[src/rtl/iddr_align_pkg.sv]
// iddr_align_pkg: shared state encoding and width helpers for the IDDR word aligner
package iddr_align_pkg;
  typedef enum logic [2:0] {IDLE, HUNT, SETTLE, VERIFY, LOCK, FAIL} state_e;
  localparam int MC_W = 8;
  function automatic int sp_w(input int w);
    return (w > 1) ? $clog2(w) : 1;
  endfunction
endpackage

[src/rtl/iddr_gearbox.sv]
// iddr_gearbox: collects IDDR bit pairs into a 2-word window and strobes a word candidate
module iddr_gearbox
  import iddr_align_pkg::*;
#(
  parameter int WORD_W = 8
) (
  input  logic                      clk_i,
  input  logic                      rst_i,
  input  logic                      q1_i,
  input  logic                      q2_i,
  input  logic [sp_w(WORD_W)-1:0]   slip_pos_i,
  output logic [WORD_W-1:0]         cand_o,
  output logic                      stb_o
);
  localparam int PHW = sp_w(WORD_W / 2);
  localparam logic [PHW-1:0] PH_END = PHW'(WORD_W / 2 - 1);
  logic [2*WORD_W-1:0] sr_q;
  logic [PHW-1:0]      ph_q;
  assign stb_o  = ph_q == PH_END;
  assign cand_o = sr_q[slip_pos_i +: WORD_W];
  // shift in Q1 (older) then Q2 every cycle and count pairs per word
  always_ff @(posedge clk_i) begin
    if (rst_i) begin
      sr_q <= '0;
      ph_q <= '0;
    end else begin
      sr_q <= {sr_q[2*WORD_W-3:0], q1_i, q2_i};
      ph_q <= stb_o ? '0 : ph_q + 1'b1;
    end
  end
endmodule

[src/rtl/iddr_word_aligner.sv]
// iddr_word_aligner: IDDR training/bit-slip aligner; IDDR_ALIGN_SLIPCNT_EN adds SLIP_TOTAL
module iddr_word_aligner
  import iddr_align_pkg::*;
#(
  parameter int          WORD_W    = 8,
  parameter logic [15:0] TRAIN_PAT = 16'hB8,
  parameter int          LOCK_CNT  = 16,
  parameter int          SLIP_WAIT = 2
) (
  input  logic                      C,
  input  logic                      R,
  input  logic                      Q1,
  input  logic                      Q2,
  input  logic                      TRAIN,
  output logic [WORD_W-1:0]         WORD,
  output logic                      WORD_VLD,
  output logic                      LOCKED,
  output logic                      ERR,
`ifdef IDDR_ALIGN_SLIPCNT_EN
  output logic [15:0]               SLIP_TOTAL,
`endif
  output logic [sp_w(WORD_W)-1:0]   SLIP_POS
);
  localparam int SPW = sp_w(WORD_W);
  localparam int SWW = SPW + 1;
  localparam logic [SPW-1:0]  SP_MAX = SPW'(WORD_W - 1);
  localparam logic [SWW-1:0]  SW_END = SWW'(WORD_W);
  localparam logic [MC_W-1:0] MC_END = MC_W'(LOCK_CNT);
  localparam logic [2:0]      WT_END = 3'(SLIP_WAIT);
  state_e              st_q;
  logic [WORD_W-1:0]   cand, word_q;
  logic                stb, match, slip, vld_q, lock_q, err_q;
  logic [SPW-1:0]      sp_q, sp_d;
  logic [SWW-1:0]      sw_q, sw_d;
  logic [MC_W-1:0]     mc_q, mc_d;
  logic [2:0]          wc_q;
  iddr_gearbox #(.WORD_W(WORD_W)) u_gearbox (
    .clk_i      (C),
    .rst_i      (R),
    .q1_i       (Q1),
    .q2_i       (Q2),
    .slip_pos_i (sp_q),
    .cand_o     (cand),
    .stb_o      (stb)
  );
  // a slip happens on a strobed mismatch while hunting or verifying, unless TRAIN overrides it
  always_comb begin
    match = cand == TRAIN_PAT[WORD_W-1:0];
    slip  = stb && !TRAIN && (st_q == HUNT || st_q == VERIFY) && !match;
    sp_d  = (sp_q == SP_MAX) ? '0 : sp_q + 1'b1;
    sw_d  = sw_q + 1'b1;
    mc_d  = mc_q + 1'b1;
  end
  // training FSM with registered word/strobe/lock/error outputs; TRAIN beats any strobe
  always_ff @(posedge C) begin
    if (R) begin
      st_q   <= IDLE;
      sp_q   <= '0;
      sw_q   <= '0;
      mc_q   <= '0;
      wc_q   <= '0;
      word_q <= '0;
      vld_q  <= 1'b0;
      lock_q <= 1'b0;
      err_q  <= 1'b0;
    end else begin
      vld_q <= stb;
      if (stb) word_q <= cand;
      if (TRAIN) begin
        st_q   <= HUNT;
        sw_q   <= '0;
        mc_q   <= '0;
        wc_q   <= '0;
        lock_q <= 1'b0;
        err_q  <= 1'b0;
      end else if (slip) begin
        sp_q  <= sp_d;
        sw_q  <= sw_d;
        mc_q  <= '0;
        wc_q  <= '0;
        st_q  <= (sw_d == SW_END) ? FAIL : SETTLE;
        err_q <= sw_d == SW_END;
      end else if (stb && (st_q == HUNT || st_q == VERIFY)) begin
        mc_q   <= mc_d;
        st_q   <= (mc_d == MC_END) ? LOCK : VERIFY;
        lock_q <= mc_d == MC_END;
      end else if (stb && st_q == SETTLE) begin
        wc_q <= (wc_q == WT_END) ? '0 : wc_q + 1'b1;
        st_q <= (wc_q == WT_END) ? HUNT : SETTLE;
      end
    end
  end
`ifdef IDDR_ALIGN_SLIPCNT_EN
  logic [15:0] tot_q;
  // lifetime slip count, saturating, survives TRAIN
  always_ff @(posedge C) begin
    if (R) tot_q <= '0;
    else if (slip && tot_q != 16'hFFFF) tot_q <= tot_q + 1'b1;
  end
  assign SLIP_TOTAL = tot_q;
`endif
  assign WORD     = word_q;
  assign WORD_VLD = vld_q;
  assign LOCKED   = lock_q;
  assign ERR      = err_q;
  assign SLIP_POS = sp_q;
endmodule

[config.mk]
export PLATFORM = sky130hd
export DESIGN_NAME = iddr_word_aligner
export DESIGN_NICKNAME = d
export VERILOG_FILES = /design/src/rtl/iddr_align_pkg.sv /design/src/rtl/iddr_gearbox.sv /design/src/rtl/iddr_word_aligner.sv
export SDC_FILE = /design/constraint.sdc
export NUM_CORES = 1
export LEC_CHECK = 0
export ABC_AREA = 0
export CORE_MARGIN = 8
export CORE_UTILIZATION = 50
export CTS_BUF_LIST = sky130_fd_sc_hd__clkbuf_8
export DETAILED_ROUTE_END_ITERATION = 6
export PLACE_DENSITY = 0.73
export SYNTH_ARGS = -nofsm -noshare
export SYNTH_HDL_FRONTEND = slang
export SYNTH_SLANG_ARGS = --single-unit
[constraint.sdc]
create_clock -name C -period 2.5 [get_ports C]
set_clock_uncertainty 0.15 [all_clocks]
set_input_delay 0.5 -clock C [delete_from_list [all_inputs] [get_ports C]]
set_output_delay 0.5 -clock C [all_outputs]
set_load 0.01 [all_outputs]
# Word level (Yosys, flattened, before mapping)
# Cells that the tools add are included.
# word_totals
in_bits,5
regBits,50
elab_cells,55
# classes
n_shift,1
n_addsub,5
n_eq_ne,9
n_reduce_logical,16
bitwise,3
muxes,9
# ops
op,n
$mux 3,7
$shiftx 16x4->8,1
$eq 3x2->1 const B,3
$add 8x1->8 const B,1
$eq 8x5->1 const B,1
$eq 8x8->1 const B,1
$add 3x1->3 const B,2
$reduce_and 2->1,3
$logic_and 1x1->1,5
$add 4x1->4 const B,1
$eq 4x4->1 const B,1
$reduce_bool 4->1,1
$reduce_or 2->1,2
$eq 3x1->1 const B,1
$eq 3x3->1 const B,1
$not 1->1,3
$reduce_bool 3->1,1
$reduce_or 3->1,1
$add 2x1->2 const B,1
$eq 2x2->1 const B,1
$logic_not 1->1,2
$mux 2,1
$logic_or 1x1->1,1
$mux 1,1

# Logic depth before layout (Yosys ltp)
# Gate-level depths: netlist of run 1.
# logic_depth
ltp_word,6
ltp_mapped,10
mapped_depth_nobuf,8

# Hierarchy
# From an unflattened synthesis of run 1, not the netlist that was laid out.
# unflattened
hier_cells,219
area_unflattened_um2,2293.4
# modules_own_cells
module,area_each_um2,cells_per_inst,instances
iddr_word_aligner,1488.9,162,1
iddr_gearbox,804.5,57,1

# Worst setup path after synthesis of run 1
# Ideal clock, no wire load.
# synth_timing
kind,register to register
startpoint,"reg sp_q[0], in the netlist SLIP_POS[0]"
endpoint,reg st_q[1]
setup_ps,129
stages_incl_launch_ff,10
t_arrival_ps,2361
slack_ps,-141
period_less_slack_ps,2641
path_buffers,2
cell_sequence,dfxtp_1 > buf_6 > mux4_2 > and2_4 > o211ai_2 > o41ai_2 > buf_6 > or4_4 > o211ai_1 > a21oi_1
# synth_via
elab_chain_cells,5
# synth_lines
element,line,text
from (decl),iddr_word_aligner.sv:33,"logic [SPW-1:0] sp_q, sp_d;"
from (signal assigned),iddr_word_aligner.sv:77,sp_q <= sp_d;
$shiftx 16x4->8 *,iddr_gearbox.sv:20,assign cand_o = sr_q[slip_pos_i +: WORD_W];
$eq 8x8->1 *,iddr_word_aligner.sv:48,match = cand == TRAIN_PAT[WORD_W-1:0];
$logic_not 1->1 *,iddr_word_aligner.sv:49,slip = stb && !TRAIN && (st_q == HUNT || st_q == VERIFY) && !match;
$logic_and 1x1->1 *,iddr_word_aligner.sv:49,
$reduce_bool 3->1 (no source line) / $mux 3 (equally long branches),-,
to (signal assigned),iddr_word_aligner.sv:81,st_q <= (sw_d == SW_END) ? FAIL : SETTLE;
to (signal assigned),iddr_word_aligner.sv:85,st_q <= (mc_d == MC_END) ? LOCK : VERIFY;
to (signal assigned),iddr_word_aligner.sv:89,st_q <= (wc_q == WT_END) ? HUNT : SETTLE;
to (decl),iddr_word_aligner.sv:30,state_e st_q;
# Mark *: on every way between the ends. The rest lies on a longest branch, timed or not.
# A chain may end at the register's enable or synchronous reset.

# Worst setup path in the final report of run 1
# Same ends and word-level chain as after synthesis.

==> results of run 1 <==
-- final cells by class --
cell class	instances	area, um2
clock inverter	2	37.54
multi-input combinational	188	1384
inverter	2	7.507
timing repair buffer	40	357.8
clock buffer	6	82.58
tap	54	67.56
fill	377	1734
sequential	49	989.7
-- timing repair --
item                                    4_1_cts  5_1_grt
resized for setup                             4       15
endpoints found under the setup margin       11       13
pin swaps                                     2        3
hold buffers                                  0        0
buffers inserted                              1        1
-- cell usage after synthesis (2+ instances only) --
cell type / count
sky130_fd_sc_hd__nor3b_1: 3
sky130_fd_sc_hd__ha_1: 6
sky130_fd_sc_hd__o211ai_2: 3
sky130_fd_sc_hd__nor2b_1: 21
sky130_fd_sc_hd__o22a_1: 4
sky130_fd_sc_hd__a311oi_1: 6
sky130_fd_sc_hd__or2_2: 2
sky130_fd_sc_hd__and2_1: 2
sky130_fd_sc_hd__o21ai_0: 7
sky130_fd_sc_hd__nand3_1: 4
sky130_fd_sc_hd__nor4_1: 2
sky130_fd_sc_hd__nor4b_1: 2
sky130_fd_sc_hd__mux2i_1: 13
sky130_fd_sc_hd__nand2_1: 15
sky130_fd_sc_hd__nor2_1: 32
sky130_fd_sc_hd__buf_2: 3
sky130_fd_sc_hd__clkbuf_1: 6
sky130_fd_sc_hd__xnor2_1: 10
sky130_fd_sc_hd__a211oi_1: 4
sky130_fd_sc_hd__a31oi_1: 2
sky130_fd_sc_hd__a21oi_1: 10
sky130_fd_sc_hd__buf_6: 4
sky130_fd_sc_hd__nand2b_1: 6
sky130_fd_sc_hd__xor2_1: 5
sky130_fd_sc_hd__dfxtp_1: 49
sky130_fd_sc_hd__o22ai_1: 4
sky130_fd_sc_hd__mux4_2: 2
sky130_fd_sc_hd__inv_1: 2
sky130_fd_sc_hd__o211ai_1: 2
sky130_fd_sc_hd__a22oi_1: 3
sky130_fd_sc_hd__mux2_2: 2
sky130_fd_sc_hd__nor3_1: 2
-- sequential cells by signal (all words and copies together) (netlist names) --
register / count
LOCKED: 1
wc_q: 3
SLIP_POS: 3
st_q: 3
WORD: 8
u_gearbox.sr_q: 15
ERR: 1
mc_q: 8
u_gearbox.ph_q: 2
WORD_VLD: 1
sw_q: 4
-- per-stage QoR --
| step | hold slack [ns] | utilization, % | total power (W) | area, um2 | setup slack, ns |
|---|---|---|---|---|---|
| after floorplan | 0.2477 | - | 0.0009011 | 2390 | -0.04234 |
| after global placement | 0.2625 | 58.09 | 0.0009487 | 2708 | -0.01367 |
| after detailed placement | 0.2693 | 58.09 | 0.0009509 | 2708 | -0.05885 |
| after CTS | 0.2823 | 61.18 | 0.001532 | 2851 | 0.02073 |
| after global routing | 0.3092 | 62.79 | 0.001582 | 2927 | -0.08806 |
| final | 0.2824 | 62.79 | 0.001517 | 2927 | 0.03405 |
-- worst max-delay path: cells and delay by family, from the launching register on --
family / cells / cell delay, ns
AND/OR/NAND/NOR: 2 / 0.61
multiplexers: 1 / 0.55
AO/OA/AOI/OAI: 4 / 0.48
flip-flops: 1 / 0.41
buffers and inverters: 1 / 0.16
-- final timing paths --
check / endpoint / slack (ns) / cells after the start
setup / recovery: st_q[1]$_SDFFE_PP0P_ / 0.03 / 8
hold / removal: u_gearbox.ph_q[0]$_SDFF_PP0_ / 0.28 / 1
setup reg to reg: st_q[1]$_SDFFE_PP0P_ / 0.03 / 8
hold reg to reg: u_gearbox.ph_q[0]$_SDFF_PP0_ / 0.28 / 1
-- kinds of logic (layout without fill, tap and decap cells) --
kind of cell | after synthesis | count (layout)
and+or+nand+nor | 99 | 99
adders and majority gates | 6 | 6
DFF | 49 | 49
xor gates and xnor gates | 15 | 15
buffers and inverters | 16 | 50
AOI/OAI and AO/OA | 50 | 50
muxes | 18 | 18
-- per-layer routing --
metal,vias to the layer above,part of all wire (%)
met3,6,4.8
met2,34,45
met1,858,49
met4,0,1.2
li1,959,-
met5,-,0
-- power groups by stage --
| stage | Combinational (W) | Clock, W | Sequential [W] |
|---|---|---|---|
| floorplan | 0.0000677 | 0 | 0.000833 |
| global placement | 0.000118 | 0 | 0.000831 |
| detailed placement | 0.000119 | 0 | 0.000832 |
| CTS | 0.000121 | 0.000597 | 0.000814 |
| global route | 0.000137 | 0.000629 | 0.000816 |
| finish | 0.000125 | 0.000580 | 0.000813 |
==> impl_metrics.tcl, run 1 <==
set metrics [dict create \
    synthesized_area_fraction_occupied_by_ao_oa_aoi_and_oai_cells_pct 15.38 \
    clock-root-buffer "sky130_fd_sc_hd__clkbuf_8" \
    mostFrequentLayoutCells "sky130_fd_sc_hd__dfxtp_1, sky130_fd_sc_hd__nor2_1, sky130_fd_sc_hd__buf_4" \
    synthCells 253 \
    grt_antenna_before_repair 0 \
    routedWlPerCell_um 13.51 \
    kind_of_end_point_of_the_critical_path "register" \
    ys.warnings.count 0 \
    post_synth_and_or_nand_nor_area_fraction_pct 21.75 \
    ys_seq_elements 49 \
    synth_cell_type_count 47 \
    insertion_delay_ns 0.30 \
    final_common_cell "sky130_fd_sc_hd__dfxtp_1" \
    timing_max_transition_violations_final 0 \
    timing.critical_path.cells "mux4_2, nor2b_4, o211ai_2, o41ai_2, buf_4, or4_4, o211ai_1, a21oi_1" \
    area_growth_synth_to_finish_pct 23.17 \
    drtAntennaViolNets 0 \
    seq_area_frac_synth_pct 41.28 \
    core_region_area_um2 4661 \
    status "completed" \
    global_route.overflow_total 0 \
    starting_density_of_the_core_pct 50.98 \
    cellInternalPower_w 0.001190 \
    muxShareOfSynthArea_pct 8.952 \
    cp_max_fo 7 \
    row_count 25 \
    fp.dieH_um 84.94 \
    yosys.area.top_type "sky130_fd_sc_hd__dfxtp_1" \
    slowest_stage_cell_crit_path "sky130_fd_sc_hd__mux4_2" \
    grt_use_met2_pct 19.61 \
    vias_per_cell 5.446 \
    finalHoldViolCount 0 \
    sequentialPowerShare_pct 53.6 \
    critPathLaunch "SLIP_POS[0]$_SDFFE_PP0P_" \
    leakage_nw 0.9702 \
    setup_viol 0 \
    placed_cells_incl_taps 331 \
    share_of_total_power_in_the_clock_network_pct 38.2 \
    synth_xor_xnor_area_share_pct 5.529 \
    grt_start_max_net_pins 31 \
    io_buf_count 18 \
    design.die.area_um2 7214 \
    post_synth.cell_area_avg_um2 9.391 \
    cts_buffers 5 \
    routed-via-count 1857 \
    final_cell_count_no_fill 341 \
    slew-limit-headroom_pct 70.11 \
    setup.worst_path.class "reg2reg" \
    required_ns 2.54 \
    synth.cell_area_um2 2376 \
    worst-endpoint-arrival_ns 2.51 \
    drt_iter0_markers 124 \
    hpwl_um 3287 \
    p_per_area_nw_per_um2 518.5 \
    detail_route.first_pass.iterations 4 \
    cap_viol_max_count 0 \
    maximum_clock_insertion_buffer_count 2 \
    finalWorstPathRequiredPeriod_ns 2.466 \
    met1_usage_pct 16.83 \
    crit-reg2reg-launch "SLIP_POS[0]$_SDFFE_PP0P_" \
    global_route.peak_usage_layer "met2" \
    yosys.area_share.adder_pct 3.160 \
    hold_start "u_gearbox.ph_q[0]$_SDFF_PP0_" \
    worstMarginPinSlew_ns 0.4473 \
    pwr-share-comb_pct 8.2 \
    post-synth-top-area-fraction_pct 41.28 \
    cts_tree "done" \
    first_global_vias 1717 \
    synth-main-ff-cell "sky130_fd_sc_hd__dfxtp_1" \
    die_width_um 84.94 \
    global_route.usage.total_pct 12.93 \
    numClockSinks 49 \
    num_antenna_cells 0 \
    nets 297 \
    ir_drop_uv 332.6 \
    drc 0 \
    synth_top_family_by_area "simple AND/OR/NAND/NOR gates" \
    cpPeakStageDelay_ns 0.55 \
    totalNegativeSetupSlack_ns 0 \
    finalCritPeriodShare_pct 98.64 \
    use_met3_pct 3.958 \
    timing.critical_path.from_type "register" \
    routed_wl_um 4606 \
    clkTransAtPathRegs_ns 0.08 \
    worstHoldPathType "reg2reg" \
    async_reset_ff_share_pct 0 \
    globalplace.congestion 0.8564 \
    number_of_enable_type_register_cells_in_the_synthesized_netlist 0 \
    post_synth_main_area_contributors "sky130_fd_sc_hd__dfxtp_1, sky130_fd_sc_hd__nor2b_1, sky130_fd_sc_hd__mux2i_1" \
    net-switching-power_w 0.0003279 \
    unrepaired_setup_endpoints_after_global_routing "yes" \
    top_level_ports 19 \
    timing.fmax_mhz 405.5 \
    post_route_cells_drive_above_1_share_pct 20.91 \
    mappedNetlistNets 264 \
    clock_tree.htree_level_count 2 \
    swShare_pct 21.61 \
    grt_first_pass_wirelength_um 7693 \
]
No activity file was read; power rests on OpenSTA's default activity.
==> run 2, diff against run 1 <==
CORE_ASPECT_RATIO = 1.75   (was unset)
CORE_MARGIN = 2   (was 8)
==> run 2 against run 1 <==
The run now ends with negative setup slack left. Sequential power is essentially flat. Clock-buffer cell count unchanged. Hold slack got worse by 0.010 ns. Critical path type unchanged. Largest power group unchanged.
==> impl_metrics.tcl, run 2 (synthesized netlist as in run 1, its figures left out) <==
set metrics [dict create \
    finalWorstPathRequiredPeriod_ns 2.551 \
    unrepaired_setup_endpoints_after_global_routing "yes" \
    leakage_nw 1.066 \
    finalHoldViolCount 0 \
    worstMarginPinSlew_ns 0.5197 \
    failed_checks "negative setup slack" \
    slew-limit-headroom_pct 65.28 \
    required_ns 2.61 \
    timing.fmax_mhz 392.1 \
    grt_antenna_before_repair 0 \
    cts_buffers 5 \
    timing.critical_path.from_type "register" \
    clock-root-buffer "sky130_fd_sc_hd__clkbuf_8" \
    mostFrequentLayoutCells "sky130_fd_sc_hd__dfxtp_1, sky130_fd_sc_hd__buf_4, sky130_fd_sc_hd__nor2_1" \
    numClockSinks 49 \
    nets 310 \
    ir_drop_uv 449.1 \
    cts_tree "done" \
    layout.filler_cells 352 \
    holdWs_ns 0.2721 \
    first_global_vias 1839 \
    status "finished, violations left" \
    drtAntennaViolNets 0 \
    worst-endpoint-arrival_ns 2.66 \
    grt_start_max_net_pins 31 \
    maximum_clock_insertion_buffer_count 2 \
    cts-hold-fix-buffers 0 \
    finalCritPeriodShare_pct 102.0 \
    routed_wl_um 5565 \
    global_route.usage.total_pct 19.67 \
    grt_first_pass_wirelength_um 8135 \
    routedWlPerCell_um 15.81 \
    global_route.overflow_total 0 \
    timing_max_transition_violations_final 0 \
    setup_viol 8 \
    routed-via-count 2027 \
    detail_route.first_pass.iterations 4 \
    post_route_cells_drive_above_1_share_pct 29.00 \
    fp.dieH_um 95.20 \
    cp_max_fo 6 \
    insertion_delay_ns 0.31 \
    p_per_area_nw_per_um2 482.9 \
    globalplace.congestion 0.8214 \
    postLayoutSetupSlackWorst_ns -0.05062 \
    drt_iter0_markers 64 \
    largest_reg_flops 15 \
    area_growth_synth_to_finish_pct 35.02 \
    setup.worst_path.class "reg2reg" \
    post-route-util_pct 69.37 \
    drc 0 \
    finalPower_w 0.001549 \
    hpwl_um 3656 \
    final_common_cell "sky130_fd_sc_hd__dfxtp_1" \
    top_level_ports 19 \
    design.die.area_um2 5341 \
    clock_tree.htree_level_count 2 \
    starting_density_of_the_core_pct 51.38 \
    row_count 33 \
    core_region_area_um2 4624 \
    cap_viol_max_count 0 \
    biggest_register "u_gearbox.sr_q" \
    io_buf_count 18 \
    die_width_um 56.11 \
    worstHoldPathType "reg2reg" \
    clkTransAtPathRegs_ns 0.09 \
    vias_per_cell 5.759 \
    num_antenna_cells 0 \
    kind_of_end_point_of_the_critical_path "register" \
]
## run 2: repair_timing
item                       4_1_cts  5_1_grt
cloned                           0        1
setup endpoints to repair       14        8
setup buffers                    4       12
gates resized for setup          8       47
pin swaps                        3       25
## run 2: area by class of cell
cell class | instances | area, um2 | area share [%]
clock buffers | 6 | 82.58 | 2.574
clock inverters | 2 | 33.78 | 1.053
inverters | 2 | 7.507 | 0.2340
multi-input cells | 188 | 1509 | 47.04
flip-flops and latches | 49 | 989.7 | 30.85
well taps | 52 | 65.06 | 2.028
repair buffers | 53 | 520.5 | 16.22
## run 2: worst paths after layout
| kind | start | endpoint | slack (ns) | depth (start not counted) |
|---|---|---|---|---|
| worst max-delay path | SLIP_POS[0]$_SDFFE_PP0P_ | mc_q[7]$_SDFFE_PP0P_ | -0.05 | 9 |
| worst min-delay path | u_gearbox.ph_q[0]$_SDFF_PP0_ | u_gearbox.ph_q[0]$_SDFF_PP0_ | 0.27 | 1 |
| worst max register to register | SLIP_POS[0]$_SDFFE_PP0P_ | mc_q[7]$_SDFFE_PP0P_ | -0.05 | 9 |
| worst min register to register | u_gearbox.ph_q[0]$_SDFF_PP0_ | u_gearbox.ph_q[0]$_SDFF_PP0_ | 0.27 | 1 |
## run 2: metrics by stage
step	area (um2)	cells	worst slack [ns]	setup TNS (ns)
global route	3208	352	-0.1136	-1.017
floorplan	2390	253	-0.04234	-0.07226
finish	3208	352	-0.05062	-0.2468
global placement	2710	328	-0.04572	-0.05515
CTS	2888	339	0.01284	0
detailed placement	2710	328	-0.1024	-0.2810
## run 2: power by group
group          leakage, nW  internal [W]  switching, W
combinational        0.604     0.0000777     0.0000694
sequential           0.399      0.000799     0.0000143
clock               0.0626      0.000322      0.000266
## run 2: routing by layer
layer / track usage (%) / vias up / part of all wire (%)
met1: 18.81 / 996 / 38
li1: - / 989 / -
met5: 0 / - / 0
met3: 3.121 / 11 / 2.4
met4: 9.921 / 0 / 2.4
met2: 39.31 / 31 / 58
## run 2: worst max-delay path, stage by stage, from the launching register on
cell                       delay [ns]
sky130_fd_sc_hd__dfxtp_4         0.40
sky130_fd_sc_hd__buf_6           0.14
sky130_fd_sc_hd__mux2i_4         0.23
sky130_fd_sc_hd__o22a_1          0.24
sky130_fd_sc_hd__o211ai_1        0.20
sky130_fd_sc_hd__o41ai_4         0.48
sky130_fd_sc_hd__nor2_2          0.10
sky130_fd_sc_hd__or2_4           0.32
sky130_fd_sc_hd__buf_12          0.16
sky130_fd_sc_hd__nor2_4          0.07
